File: config.mk
export PLATFORM = sky130hd
export DESIGN_NAME = dds_key_ctrl
export DESIGN_NICKNAME = d
export VERILOG_FILES = /design/src/rtl/dds_key_ctrl.sv
export SDC_FILE = /design/constraint.sdc
export NUM_CORES = 1
export LEC_CHECK = 0
export BUFFER_PORTS_ARGS = -buffer_cell sky130_fd_sc_hd__buf_2
export CAP_MARGIN = 20
export CORE_AREA = 10 10 118 120
export CTS_CLUSTER_DIAMETER = 40
export DETAILED_ROUTE_END_ITERATION = 10
export DIE_AREA = 0 0 128 130
export MAX_ROUTING_LAYER = met4
export PLACE_DENSITY = 0.58
export SETUP_SLACK_MARGIN = 0.1
export SYNTH_ARGS = -nofsm -noshare
export SYNTH_HDL_FRONTEND = slang
export SYNTH_SLANG_ARGS = --single-unit
File: constraint.sdc
create_clock -name sys_clk -period 3.44 [get_ports sys_clk]
set_clock_uncertainty 0.05 [all_clocks]
set_input_delay 0.86 -clock sys_clk [delete_from_list [all_inputs] [get_ports sys_clk]]
set_output_delay 0.86 -clock sys_clk [all_outputs]
set_load 0.02 [all_outputs]
File: src/rtl/dds_key_ctrl.sv
// DDS configuration controller: debounces two active-low keys and
// hands wave/frequency settings to the DDS core over valid/ready.
//
// Ports:
//   sys_clk, sys_rst      clock, async active-high reset
//   key0, key1            raw active-low buttons (wave / frequency)
//   wave_sel[1:0]         0 sine, 1 square, 2 triangle, 3 sawtooth
//   freq_level[2:0]       frequency level 0..NUM_LEVELS-1
//   freq_word[FW_WIDTH]   FW_BASE*(freq_level+1), truncated
//   cfg_valid, cfg_ready  configuration handshake

// One key path: 2-FF synchronizer, debounce counter, press pulse.
module dds_key_deb #(
  parameter int unsigned DEBOUNCE_CYCLES = 1_000_000
) (
  input  logic clk_i,
  input  logic rst_i,
  input  logic key_i,
  output logic press_o
);

  localparam int unsigned CW = $clog2(DEBOUNCE_CYCLES + 1);
  localparam logic [CW-1:0] LAST = CW'(DEBOUNCE_CYCLES - 1);

  logic          sync1_q, sync2_q;
  logic          acc_q, acc_d;
  logic          press_q, press_d;
  logic [CW-1:0] cnt_q, cnt_d;

  // Count cycles where the synced level differs from the accepted
  // level; any return to the accepted level restarts the count.
  always_comb begin
    cnt_d = cnt_q;
    acc_d = acc_q;
    if (sync2_q == acc_q) begin
      cnt_d = '0;
    end else if (cnt_q == LAST) begin
      cnt_d = '0;
      acc_d = sync2_q;
    end else begin
      cnt_d = cnt_q + CW'(1);
    end
    press_d = acc_q & ~acc_d;
  end

  always_ff @(posedge clk_i or posedge rst_i) begin
    if (rst_i) begin
      sync1_q <= 1'b1;
      sync2_q <= 1'b1;
      acc_q   <= 1'b1;
      cnt_q   <= '0;
      press_q <= 1'b0;
    end else begin
      sync1_q <= key_i;
      sync2_q <= sync1_q;
      acc_q   <= acc_d;
      cnt_q   <= cnt_d;
      press_q <= press_d;
    end
  end

  assign press_o = press_q;

endmodule

module dds_key_ctrl #(
  parameter int unsigned          DEBOUNCE_CYCLES = 1_000_000,
  parameter int unsigned          FW_WIDTH        = 32,
  parameter logic [FW_WIDTH-1:0]  FW_BASE         = 32'd85_899,
  parameter int unsigned          NUM_LEVELS      = 8
) (
  input  logic                sys_clk,
  input  logic                sys_rst,
  input  logic                key0,
  input  logic                key1,
  output logic [1:0]          wave_sel,
  output logic [2:0]          freq_level,
  output logic [FW_WIDTH-1:0] freq_word,
  output logic                cfg_valid,
  input  logic                cfg_ready
);

  localparam logic [2:0] LVL_LAST = 3'(NUM_LEVELS - 1);

  typedef enum logic [1:0] {
    S_INIT,
    S_IDLE,
    S_UPDATE
  } state_e;

  state_e              state_q, state_d;
  logic                press0, press1;
  logic                pend0_q, pend0_d;
  logic                pend1_q, pend1_d;
  logic [1:0]          wave_q, wave_d;
  logic [2:0]          level_q, level_d;
  logic [FW_WIDTH-1:0] fw_q, fw_d;
  logic                valid_q, valid_d;

  dds_key_deb #(
    .DEBOUNCE_CYCLES(DEBOUNCE_CYCLES)
  ) u_deb0 (
    .clk_i  (sys_clk),
    .rst_i  (sys_rst),
    .key_i  (key0),
    .press_o(press0)
  );

  dds_key_deb #(
    .DEBOUNCE_CYCLES(DEBOUNCE_CYCLES)
  ) u_deb1 (
    .clk_i  (sys_clk),
    .rst_i  (sys_rst),
    .key_i  (key1),
    .press_o(press1)
  );

  always_comb begin
    state_d = state_q;
    wave_d  = wave_q;
    level_d = level_q;
    fw_d    = fw_q;
    valid_d = valid_q;
    // Flags saturate; a press on the apply edge re-arms its flag.
    pend0_d = pend0_q | press0;
    pend1_d = pend1_q | press1;
    unique case (state_q)
      S_INIT: begin
        valid_d = 1'b1;
        state_d = S_UPDATE;
      end
      S_IDLE: begin
        if (pend0_q || pend1_q) begin
          if (pend0_q) begin
            wave_d  = wave_q + 2'd1;
            pend0_d = press0;
          end
          if (pend1_q) begin
            pend1_d = press1;
            if (level_q == LVL_LAST) begin
              level_d = '0;
              fw_d    = FW_BASE;
            end else begin
              level_d = level_q + 3'd1;
              fw_d    = fw_q + FW_BASE;
            end
          end
          valid_d = 1'b1;
          state_d = S_UPDATE;
        end
      end
      S_UPDATE: begin
        if (valid_q && cfg_ready) begin
          valid_d = 1'b0;
          state_d = S_IDLE;
        end
      end
      default: state_d = S_INIT;
    endcase
  end

  always_ff @(posedge sys_clk or posedge sys_rst) begin
    if (sys_rst) begin
      state_q <= S_INIT;
      pend0_q <= 1'b0;
      pend1_q <= 1'b0;
      wave_q  <= '0;
      level_q <= '0;
      fw_q    <= FW_BASE;
      valid_q <= 1'b0;
    end else begin
      state_q <= state_d;
      pend0_q <= pend0_d;
      pend1_q <= pend1_d;
      wave_q  <= wave_d;
      level_q <= level_d;
      fw_q    <= fw_d;
      valid_q <= valid_d;
    end
  end

  assign wave_sel   = wave_q;
  assign freq_level = level_q;
  assign freq_word  = fw_q;
  assign cfg_valid  = valid_q;

endmodule
==> results by group, run 1 <==
Status
  – Status: finished clean

Floorplanning
  – Die height: 130 µm
  – Die ar.: approximately 17000 µm²
  – Core area: about 12000 µm²
  – Initial core utilization: a little under two fifths
  – Die W: 128 µm
  – FP Rows: 40
  – Num ports: 43

Setup path
  – Launching point of the worst reg2reg path: freq_word[0]
  – FF-to-FF path depth: 7
  – Critical path origin: freq_word[0]
  – Worst path max stage delay: about 570 ps
  – Worst Setup EP: freq_word[24]
  – CP cell instances: inv_1 > ha_1 > nor2b_1 > o21ai_1 > a211oi_4 > a21oi_1 > a31o_2
  – Reg2Reg Capture Point: freq_word[24]
  – Crit-path max FO: 12
  – Worst EP required: 3620 ps
  – Critical Path AT: 2480 ps
  – R2r setup slk: 1140 ps
  – Kind of critical path: reg2reg
  – Crit start category: flip-flop
  – Critical Path End Type: flip-flop
  – Slowest stage cell, crit path: dfstp_2

Drt
  – Vias/cell: just over 5
  – Drt first pass iters: 4
  – Final WL: between 9 and 10 mm
  – Count of antenna-violating nets left after detailed routing: 0
  – DRT iter0 DRCs: 160
  – Number of remaining DRC errors: 0
  – Wire length per cell: between 10 and 15 µm
  – Via count: between 3000 and 4000

STA
  – Setup TNS: 0 ps
  – Slew @ Worst Pin: 1010 ps
  – Period utilization: 66.9%
  – Fmax achieved: ~430 MHz
  – Slew Viols, Final: 0
  – Final-report hold violation count: 0
  – Tmin final: 2300 ps
  – RSZ-0062 raised after global routing: no
  – Setup violators final: 0
  – Worst relative slew slack: 32.3%

Logic synthesis
  – Seq/Total Area, Yosys: 50.5%
  – Ys flop type: dfrtp_1
  – Post-synth top area share: 41.2%
  – Post-synthesis cell area: 4500 µm²
  – Ys Warns: 0
  – #FFs+latches synth: 90
  – Syn avg cell area: 9.86 µm²
  – Post-synth ARST share: 100%
  – Top cells by area, synth: dfrtp_1 41%, dfstp_2 9.4%, nor2_1 6.3%, xnor2_1 4.9%, xor2_1 4.7%
  – Syn Nets: 466
  – Yosys cell types: approximately 50
  – Synth area leader: dfrtp_1
  – Gate Count Post-Synth: approximately 460
  – Number of synthesized flops with an enable pin: 0

Power and ir drop
  – PwrDens: 426 nW/µm²
  – Worst VDD drop: between 150 and 200 µV
  – Leak Pwr: 2.28 nW
  – Total chip power: 2.21 mW

Final layout
  – Antenna cells: 0
  – Final instance area: 5180 µm²
  – Share of cells above drive strength 1: 18.4%
  – Most frequent cells in the layout: 75 x nor2_1, 74 x dfrtp_1, 52 x nand2_1, 42 x buf_2, 25 x xnor2_1
  – Most common cell after layout, fill and taps aside: nor2_1
  – Synthesis-to-finish area growth: 15.2%
  – Nets: 511
  – Fillers: 1141

Placement
  – Final Wtd Congestion: 0.772
  – Dpl cell area: ~4900 µm²
  – IO Port Bufs: 42
  – Dpl hpwl: 6.58 mm

Clock network
  – Post-CTS setup buffers: 0
  – TritonCTS clock tree: done
  – CTS max path bufs: 2
  – Root buf cell: clkbuf_16
  – CTS buffer count: 9
  – Post_cts resized: 0
  – Sinks on Clock Net: 90
  – Worst-skew pair later-pin latency: 340 ps
  – Worst-path clk slew: 60 ps
  – Cts-stage hold buffer count: 0
  – CTS H-tree depth: 3

GRT
  – Initial antenna violation count: 0
  – Grt ovf: 0
  – Vias in the first global route: 3349
  – First-pass GRT wire length: 16.3 mm
  – Tot GR Track Use: 12.1%
  – Pin count of the biggest net entering global routing: 39

Min path
  – Hold Path Class: reg2reg

Flow run
  – Max-Cap Viols: 0
==> layout make-up <==
type	count	area [µm²]	area share, %
clock buffer	14	264	5.10
clock inverter	2	35.0	0.676
inverter	12	46.3	0.894
multi-input combinational	341	2120	40.9
sequential	90	2270	43.9
tap	147	184	3.55
timing repair buffer	47	260	5.03
==> metrics by stage <==
step	hold WS [ps]	utilization (%)	worst slack, ps	cells
2_1_floorplan	295	-	221	456
3_3_place_gp	296	41.7	1220	637
3_5_place_dp	298	41.7	1140	637
4_1_cts	307	44.2	1120	653
5_1_grt	312	44.2	961	653
6_report	305	44.2	1140	653
==> worst min-delay path by stage <==
stage                        start             end  slack, ps  cells past startpoint
finish              u_deb1.sync1_q  u_deb1.sync2_q        310                      0
global route        u_deb0.sync1_q  u_deb0.sync2_q        310                      0
CTS                 u_deb1.sync1_q  u_deb1.sync2_q        310                      0
detailed placement  u_deb1.sync1_q  u_deb1.sync2_q        300                      0
global placement    u_deb1.sync1_q  u_deb1.sync2_q        300                      0
floorplan           u_deb0.sync1_q  u_deb0.sync2_q        300                      0
==> power by group <==
group | total, mW | switching, mW | internal (mW) | leakage [nW]
logic | 0.0933 | 0.0585 | 0.0348 | 0.944
clock network | 0.995 | 0.392 | 0.603 | 0.147
registers | 1.12 | 0.0319 | 1.09 | 1.19
==> cells in the mapped netlist, drive strengths merged (10+ instances only) <==
master	number
a21oi	16
and3	10
dfrtp	74
dfstp	16
inv	12
nand2	52
nand3	20
nand4	13
nor2	75
nor3	11
o21ai	21
xnor2	25
xor2	24
==> state kept, by name, summed over array words and instances, names as in the netlist, 2 cells and up <==
| register | count |
|---|---|
| freq_level | 3 |
| freq_word | 32 |
| state_q | 2 |
| u_deb0.cnt_q | 20 |
| u_deb1.cnt_q | 20 |
| wave_sel | 2 |
==> routing by layer <==
metal	GRT usage [%]	vias up	wire length, µm
met3	2.92	9	393
met4	4.83	0	126
met2	18.4	48	4280
met5	-	-	0
met1	15.2	1620	4470
li1	-	1682	-
==> cell families (layout without fill, tap and decap cells) <==
logic type,after synthesis,after routing,share of synthesized area (%)
flops,90,90,50.5
xor+xnor,49,49,9.55
simple gates,209,209,22.7
compound gates,70,70,11.6
buf+inv,25,75,2.37
mux,8,8,1.84
fa+ha+maj,5,5,1.39
==> worst max-delay path, delay by kind of cell, from the launching register on <==
family / cells / cell delay [ps]
AOI/OAI and AO/OA: 4 / 1140
adders and majority gates: 1 / 220
buffers and inverters: 1 / 50
DFF: 1 / 570
and+or+nand+nor: 1 / 160
(Power assumes the default switching activity.)
==> run 2: changes to the inputs <==
--- a/config.mk
+++ b/config.mk
@@ -5,14 +5,15 @@
 export SDC_FILE = /design/constraint.sdc
 export NUM_CORES = 1
 export LEC_CHECK = 0
+export ABC_AREA = 1
 export BUFFER_PORTS_ARGS = -buffer_cell sky130_fd_sc_hd__buf_2
 export CAP_MARGIN = 20
-export CORE_AREA = 10 10 118 120
+export CORE_AREA = 10 10 126 128
 export CTS_CLUSTER_DIAMETER = 40
 export DETAILED_ROUTE_END_ITERATION = 10
-export DIE_AREA = 0 0 128 130
+export DIE_AREA = 0 0 136 138
 export MAX_ROUTING_LAYER = met4
-export PLACE_DENSITY = 0.58
+export PLACE_DENSITY = 0.6
 export SETUP_SLACK_MARGIN = 0.1
 export SYNTH_ARGS = -nofsm -noshare
 export SYNTH_HDL_FRONTEND = slang
==> constraint.sdc (replaced) <==
create_clock -name sys_clk -period 2.1 [get_ports sys_clk]
set_clock_uncertainty 0.05 [all_clocks]
set_input_delay 0.525 -clock sys_clk [delete_from_list [all_inputs] [get_ports sys_clk]]
set_output_delay 0.525 -clock sys_clk [all_outputs]
set_load 0.02 [all_outputs]
==> run 2 against run 1 <==
Effect of this change:
- non-clock buffer count is 3 higher
- register-to-register slack worse by 920 ps
- maximum frequency is 22% higher
- power is 67% higher
- clock-buffer cell count is 3 lower
- hold slack worse by 190 ps
- via count is 32% higher
- largest power group unchanged
- sequential power is 63% higher
- design area is 16% higher
- highest routed layer unchanged
- critical endpoint is now freq_word[22]
==> results by group, run 2 <==
Placement
  – Final Wtd Congestion: 0.927 (+20%)
  – IO Port Bufs: 42 (unchanged)
  – Dpl hpwl: 9.16 mm (+39%)
  – Cells after DPL: 905 (+42%)
  – Dpl cell area: 5710 µm² (+17%)

Clock network
  – Worst-path clk slew: 70 ps (about the same)
  – CTS H-tree depth: 3 (unchanged)
  – Sinks on Clock Net: 90 (unchanged)
  – CTS max path bufs: 2 (unchanged)
  – Root buf cell: clkbuf_16
  – Worst-skew pair later-pin latency: 350 ps (about the same)
  – Post_cts resized: 0 (unchanged)
  – CTS buffer count: 9 (unchanged)
  – Cts-stage hold buffer count: 0 (unchanged)
  – TritonCTS clock tree: done
  – Post-CTS setup buffers: 0 (unchanged)

Final layout
  – Final instance area: 6030 µm² (+16%)
  – Max reg flops: 32 (unchanged)
  – Most common cell after layout, fill and taps aside: nand2_1
  – Nets: 746 (+46%)
  – Synthesis-to-finish area growth: 15.3% (about the same)
  – Share of cells above drive strength 1: 20.0% (+1.6 points)
  – Antenna cells: 0 (unchanged)
  – Most frequent cells in the layout: 158 x nand2_1, 103 x nor2_1, 79 x inv_1, 74 x dfrtp_1, 57 x nand3_1
  – Layout Cells excl Fill: 921 (+41%)

Flow run
  – Max-Cap Viols: 0 (unchanged)

STA
  – Slew @ Worst Pin: 500 ps (-508 ps)
  – Setup TNS: 0 ps (unchanged)
  – Tmin final: 1890 ps (-416 ps)
  – Hold Worst Slack: 119 ps (-187 ps)
  – RSZ-0062 raised after global routing: no
  – Worst relative slew slack: 66.3% (+34 points)
  – Final-report hold violation count: 0 (unchanged)
  – Slew Viols, Final: 0 (unchanged)
  – Setup violators final: 0 (unchanged)
  – Fmax achieved: 530 MHz (+22%)
  – Period utilization: 89.8% (+23 points)

Floorplanning
  – FP Rows: 43 (+7.5%)
  – Die W: 136 µm (+6.3%)
  – Core area: 13500 µm² (+15%)
  – Die height: 138 µm (+6.2%)
  – Num ports: 43 (unchanged)
  – Die ar.: 18800 µm² (+13%)
  – Initial core utilization: 38.7% (+0.36 points)

Logic synthesis
  – Ys Warns: 0 (unchanged)
  – Synth Area in XOR/XNOR: 4.85% (-4.7 points)
  – Number of synthesized flops with an enable pin: 0 (unchanged)
  – Gate Count Post-Synth: 683 (+50%)
  – Post-synthesis cell area: 5230 µm² (+16%)
  – Mux cell area share after synthesis: 0% (-1.8 points)
  – Post-synth top area share: 35.4% (-5.8 points)
  – Compound-Gate Fraction of Synth Area: 5.09% (-6.5 points)
  – Largest family of logic cells by synthesized area: simple AND/OR/NAND/NOR gates
  – Top cells by area, synth: dfrtp_1 35%, nand2_1 11%, dfstp_2 8.0%, nor2_1 7.4%, inv_1 5.9%
  – Syn avg cell area: 7.66 µm² (-22%)
  – Simple-gate share of the synthesized area: 37.9% (+15 points)
  – Yosys cell types: 42 (-18%)
  – Synth cell count leaders: 160 x nand2_1, 103 x nor2_1, 82 x inv_1
  – #FFs+latches synth: 90 (unchanged)
  – Ys flop type: dfrtp_1
  – Post-synth ARST share: 100% (unchanged)
  – Cell with the most instances after synthesis: nand2_1
  – Seq/Total Area, Yosys: 43.4% (-7.1 points)
  – Syn Nets: 693 (+49%)
  – Synth area leader: dfrtp_1
  – Adder-Cell Fraction of Synth Area: 1.20% (-0.20 points)

GRT
  – Pin count of the biggest net entering global routing: 49 (+26%)
  – Vias in the first global route: 4296 (+28%)
  – First-pass GRT wire length: 20.5 mm (+26%)
  – Initial antenna violation count: 0 (unchanged)
  – Tot GR Track Use: 13.5% (+1.4 points)
  – Grt ovf: 0 (unchanged)

Power and ir drop
  – Internal power: 2.80 mW (+63%)
  – Net Switching: 873 µW (+81%)
  – Leak Pwr: 2.99 nW (+31%)
  – Sw frac: 23.7% (+1.9 points)
  – Power share of the combinational group: 6.0% (+1.8 points)
  – PwrDens: 609 nW/µm² (+43%)
  – Total chip power: 3.68 mW (+67%)
  – Worst VDD drop: 407 µV (+110%)
  – Clk pwr share: 44.5% (-0.6 points)
  – Flop pwr share: 49.4% (-1.3 points)

Drt
  – Number of remaining DRC errors: 0 (unchanged)
  – Via count: 4427 (+32%)
  – Count of antenna-violating nets left after detailed routing: 0 (unchanged)
  – Final WL: 12.1 mm (+31%)
  – Wire length per cell: 13.2 µm (-7.3%)
  – DRT iter0 DRCs: 323 (+100%)
  – Vias/cell: 4.81 (-6.6%)
  – Drt first pass iters: 5 (+1)

Setup path
  – Crit start category: flip-flop
  – Kind of critical path: reg2reg
  – Launching point of the worst reg2reg path: freq_word[0]
  – Reg2Reg Capture Point: freq_word[22]
  – R2r setup slk: 210 ps (-920 ps)
  – Crit-path max FO: 5 (-7)
  – FF-to-FF path depth: 14 (+7)
  – Critical Path AT: 2080 ps (-400 ps)
  – Critical Path End Type: flip-flop
  – Worst EP required: 2290 ps (-1330 ps)

Min path
  – Hold Path Class: in2async

Status
  – Status: finished clean
## run 2: routing by layer
| metal | vias to the layer above | global-route usage [%] | part of all wire (%) |
|---|---|---|---|
| li1 | 2270 | - | - |
| met1 | 2071 | 16.2 | 45 |
| met2 | 76 | 21.9 | 49 |
| met3 | 10 | 2.36 | 4.0 |
| met4 | 0 | 5.61 | 1.6 |
| met5 | - | - | 0 |
## run 2: area by class of cell
cell class	instances	area (µm²)
well taps	180	225
multi-input cells	493	2590
clock buffers	11	243
flip-flops and latches	90	2270
inverters	92	353
fillers	1374	7470
clock inverters	5	55.1
repair buffers	50	295
## run 2: cells by family after synthesis
kind of cell | Yosys count
AO/OA/AOI/OAI | 48
adder cells (fa/ha/maj) | 5
buffers and inverters | 100
flip-flops | 90
AND/OR/NAND/NOR | 411
XOR/XNOR | 29
## run 2: through the flow
stage / setup slack [ps] / util [%]
CTS: 129 / 44.5
detailed placement: 148 / 42.3
floorplan: 262 / -
global route: 104 / 44.7
finish: 215 / 44.7
global placement: 199 / 42.3
## run 2: critical path, cell delays in order, from the launching register on
cell	delay [ps]
dfstp_2	560
inv_2	50
ha_1	180
inv_1	80
nand2_2	70
nand2_4	100
nand2_4	80
nand2_4	100
nand2_1	70
nand2_2	70
nand2_2	60
nor2_2	140
nand2_1	60
nand2_1	60
nor2_1	50
## run 2: worst max-delay path by stage
stage | start | to | slack [ps]
global placement | freq_word[0] | freq_word[22] | 200
global route | freq_word[0] | freq_word[22] | 100
CTS | freq_word[0] | freq_word[22] | 130
floorplan | freq_word[0] | freq_word[22] | 260
finish | freq_word[0] | freq_word[22] | 210
detailed placement | freq_word[0] | freq_word[22] | 150
## run 2: power by group through the flow
stage	registers [mW]	logic, mW	clock network (mW)
floorplan	1.86	0.154	0
global placement	1.85	0.221	0
detailed placement	1.85	0.227	0
CTS	1.82	0.228	1.68
global route	1.83	0.257	1.74
finish	1.82	0.222	1.64
==> run 3: changes to the inputs <==
--- a/config.mk
+++ b/config.mk
@@ -13,7 +13,7 @@
 export DETAILED_ROUTE_END_ITERATION = 10
 export DIE_AREA = 0 0 136 138
 export MAX_ROUTING_LAYER = met4
-export PLACE_DENSITY = 0.6
+export PLACE_DENSITY = 0.58
 export SETUP_SLACK_MARGIN = 0.1
 export SYNTH_ARGS = -nofsm -noshare
 export SYNTH_HDL_FRONTEND = slang
==> constraint.sdc (replaced) <==
create_clock -name sys_clk -period 2.2 [get_ports sys_clk]
set_clock_uncertainty 0.05 [all_clocks]
set_input_delay 0.55 -clock sys_clk [delete_from_list [all_inputs] [get_ports sys_clk]]
set_output_delay 0.55 -clock sys_clk [all_outputs]
set_load 0.02 [all_outputs]
==> run 3 against run 2 <==
Effect of this change:
- via count increased by 0.25%
- global-route usage is 0.076 points higher
- register-to-register slack improved by 100 ps
- clock power is essentially flat
- maximum frequency up 0.11%
- flip-flop and latch count unchanged
- hold slack improved by 74 ps
- design area about the same
- wire length fell by 0.87%
==> results by group, run 3 (synthesis gave the netlist of run 2 again) <==
GRT
  – Grt ovf: 0 (unchanged)
  – Vias in the first global route: 4300 (+0.093%)
  – Initial antenna violation count: 0 (unchanged)
  – First-pass GRT wire length: 20.6 mm (+0.67%)
  – Pin count of the biggest net entering global routing: 46 (-6.1%)
  – Tot GR Track Use: 13.6% (+0.076 points)

Clock network
  – Sinks on Clock Net: 90 (unchanged)
  – Root buf cell: clkbuf_16
  – Worst-skew pair later-pin latency: 350 ps (about the same)
  – CTS H-tree depth: 3 (unchanged)
  – Post-CTS setup buffers: 0 (unchanged)
  – CTS buffer count: 9 (unchanged)
  – Worst-path clk slew: 70 ps (about the same)
  – TritonCTS clock tree: done
  – CTS max path bufs: 2 (unchanged)

Floorplanning
  – Num ports: 43 (unchanged)
  – FP Rows: 43 (unchanged)
  – Die height: 138 µm (unchanged)
  – Die W: 136 µm (unchanged)
  – Die ar.: 18800 µm² (unchanged)
  – Core area: 13500 µm² (unchanged)
  – Initial core utilization: 38.7% (unchanged)

Power and ir drop
  – PwrDens: 599 nW/µm² (-1.8%)
  – Leak Pwr: 2.98 nW (-0.26%)
  – Worst VDD drop: 435 µV (+6.8%)

Final layout
  – Antenna cells: 0 (unchanged)
  – Most frequent cells in the layout: 159 x nand2_1, 103 x nor2_1, 81 x inv_1, 74 x dfrtp_1, 57 x nand3_1
  – Most common cell after layout, fill and taps aside: nand2_1
  – Max reg flops: 32 (unchanged)
  – Fillers: 1362 (-0.87%)
  – Final instance area: 6030 µm² (about the same)
  – Final core utilization: 44.6% (about the same)
  – Synthesis-to-finish area growth: 15.2% (about the same)
  – Share of cells above drive strength 1: 19.3% (-0.67 points)
  – Layout Cells excl Fill: 921 (unchanged)
  – Nets: 746 (unchanged)

Drt
  – Wire length per cell: 13.0 µm (-0.87%)
  – Vias/cell: 4.82 (+0.25%)
  – Number of remaining DRC errors: 0 (unchanged)
  – Drt first pass iters: 4 (-1)
  – DRT iter0 DRCs: 378 (+17%)
  – Via count: 4438 (+0.25%)
  – Final WL: 12.0 mm (-0.87%)
  – Count of antenna-violating nets left after detailed routing: 0 (unchanged)

Setup path
  – Kind of critical path: reg2reg
  – Launching point of the worst reg2reg path: freq_word[0]
  – FF-to-FF path depth: 14 (unchanged)
  – Reg2Reg Capture Point: freq_word[22]
  – Crit start category: flip-flop
  – Crit-path max FO: 5 (unchanged)
  – Critical Path AT: 2080 ps (about the same)
  – Critical Path End Type: flip-flop
  – R2r setup slk: 320 ps (+100 ps)
  – Worst EP required: 2400 ps (+110 ps)

Placement
  – Dpl cell area: 5710 µm² (unchanged)
  – Cells after DPL: 905 (unchanged)
  – Dpl hpwl: 9.31 mm (+1.6%)
  – Final Wtd Congestion: 0.876 (-5.5%)
  – IO Port Bufs: 42 (unchanged)

STA
  – RSZ-0062 raised after global routing: no
  – Setup violators final: 0 (unchanged)
  – Fmax achieved: 531 MHz (+0.11%)
  – Hold Worst Slack: 193 ps (+73.6 ps)
  – Slew @ Worst Pin: 567 ps (+67.1 ps)
  – Final-report hold violation count: 0 (unchanged)
  – Tmin final: 1880 ps (-2.06 ps)
  – Setup TNS: 0 ps (unchanged)
  – Period utilization: 85.6% (-4.2 points)
  – Slew Viols, Final: 0 (unchanged)
  – Worst relative slew slack: 62.1% (-4.2 points)

Min path
  – Hold Path Class: in2async

Status
  – Status: finished clean

Flow run
  – Max-Cap Viols: 0 (unchanged)
-- run 3: cell types whose count changed in the layout (fill, tap and decap cells not counted), moves of 2 or more --
cell,before,now
clkbuf_1,1,3
clkinvlp_4,4,1
inv_1,79,81
nand2_2,9,11
nand2_4,6,3
-- run 3: cell type report --
class / count / area (µm²) / share of cell area [%]
Clock buffer: 13 / 250 / 4.15
Clock inverter: 3 / 65.1 / 1.08
Inverter: 92 / 349 / 5.79
Multi-Input combinational cell: 493 / 2570 / 42.7
Sequential cell: 90 / 2270 / 37.7
Tap cell: 180 / 225 / 3.74
Timing Repair Buffer: 50 / 295 / 4.90
-- run 3: critical path, cell delays in order (launching register included) --
cell	delay, ps
dfstp_2	550
inv_1	60
ha_1	190
inv_1	70
nand2_1	70
nand2_2	100
nand2_2	90
nand2_2	120
nand2_1	70
nand2_2	70
nand2_2	60
nor2_2	120
nand2_1	60
nand2_1	60
nor2_1	40
-- run 3: worst max-delay path by stage --
stage | end | from | slack, ps | cells after the start
global placement | freq_word[22] | freq_word[0] | 310 | 14
finish | freq_word[22] | freq_word[0] | 320 | 14
detailed placement | freq_word[22] | freq_word[0] | 270 | 14
CTS | freq_word[22] | freq_word[0] | 270 | 14
global route | freq_word[22] | freq_word[0] | 140 | 14
floorplan | freq_word[22] | freq_word[0] | 360 | 14
-- run 3: what timing repair did --
item | CTS | global route
endpoints found under the setup margin | 0 | 2
resized for setup | 0 | 1
hold buffers | 0 | 0
-- run 3: metal layers --
metal	routed length (µm)	vias to the layer above	global-route usage (%)	part of all wire (%)
met4	184	0	5.22	1.5
li1	-	2271	-	-
met5	0	-	-	0
met2	5640	90	21.2	47
met3	567	12	2.46	4.7
met1	5620	2065	17.1	47
-- run 3: report_power, final --
part	internal, mW	total, mW	switching, mW
Clock	1.03	1.66	0.634
Sequential	1.70	1.74	0.0336
Combinational	0.0656	0.212	0.147
-- run 3: stage by stage --
step           total power [mW]  setup WS [ps]
4_1_cts                    3.65            272
3_3_place_gp               1.97            312
2_1_floorplan              1.92            362
5_1_grt                    3.75            138
3_5_place_dp               1.98            271
6_report                   3.61            317
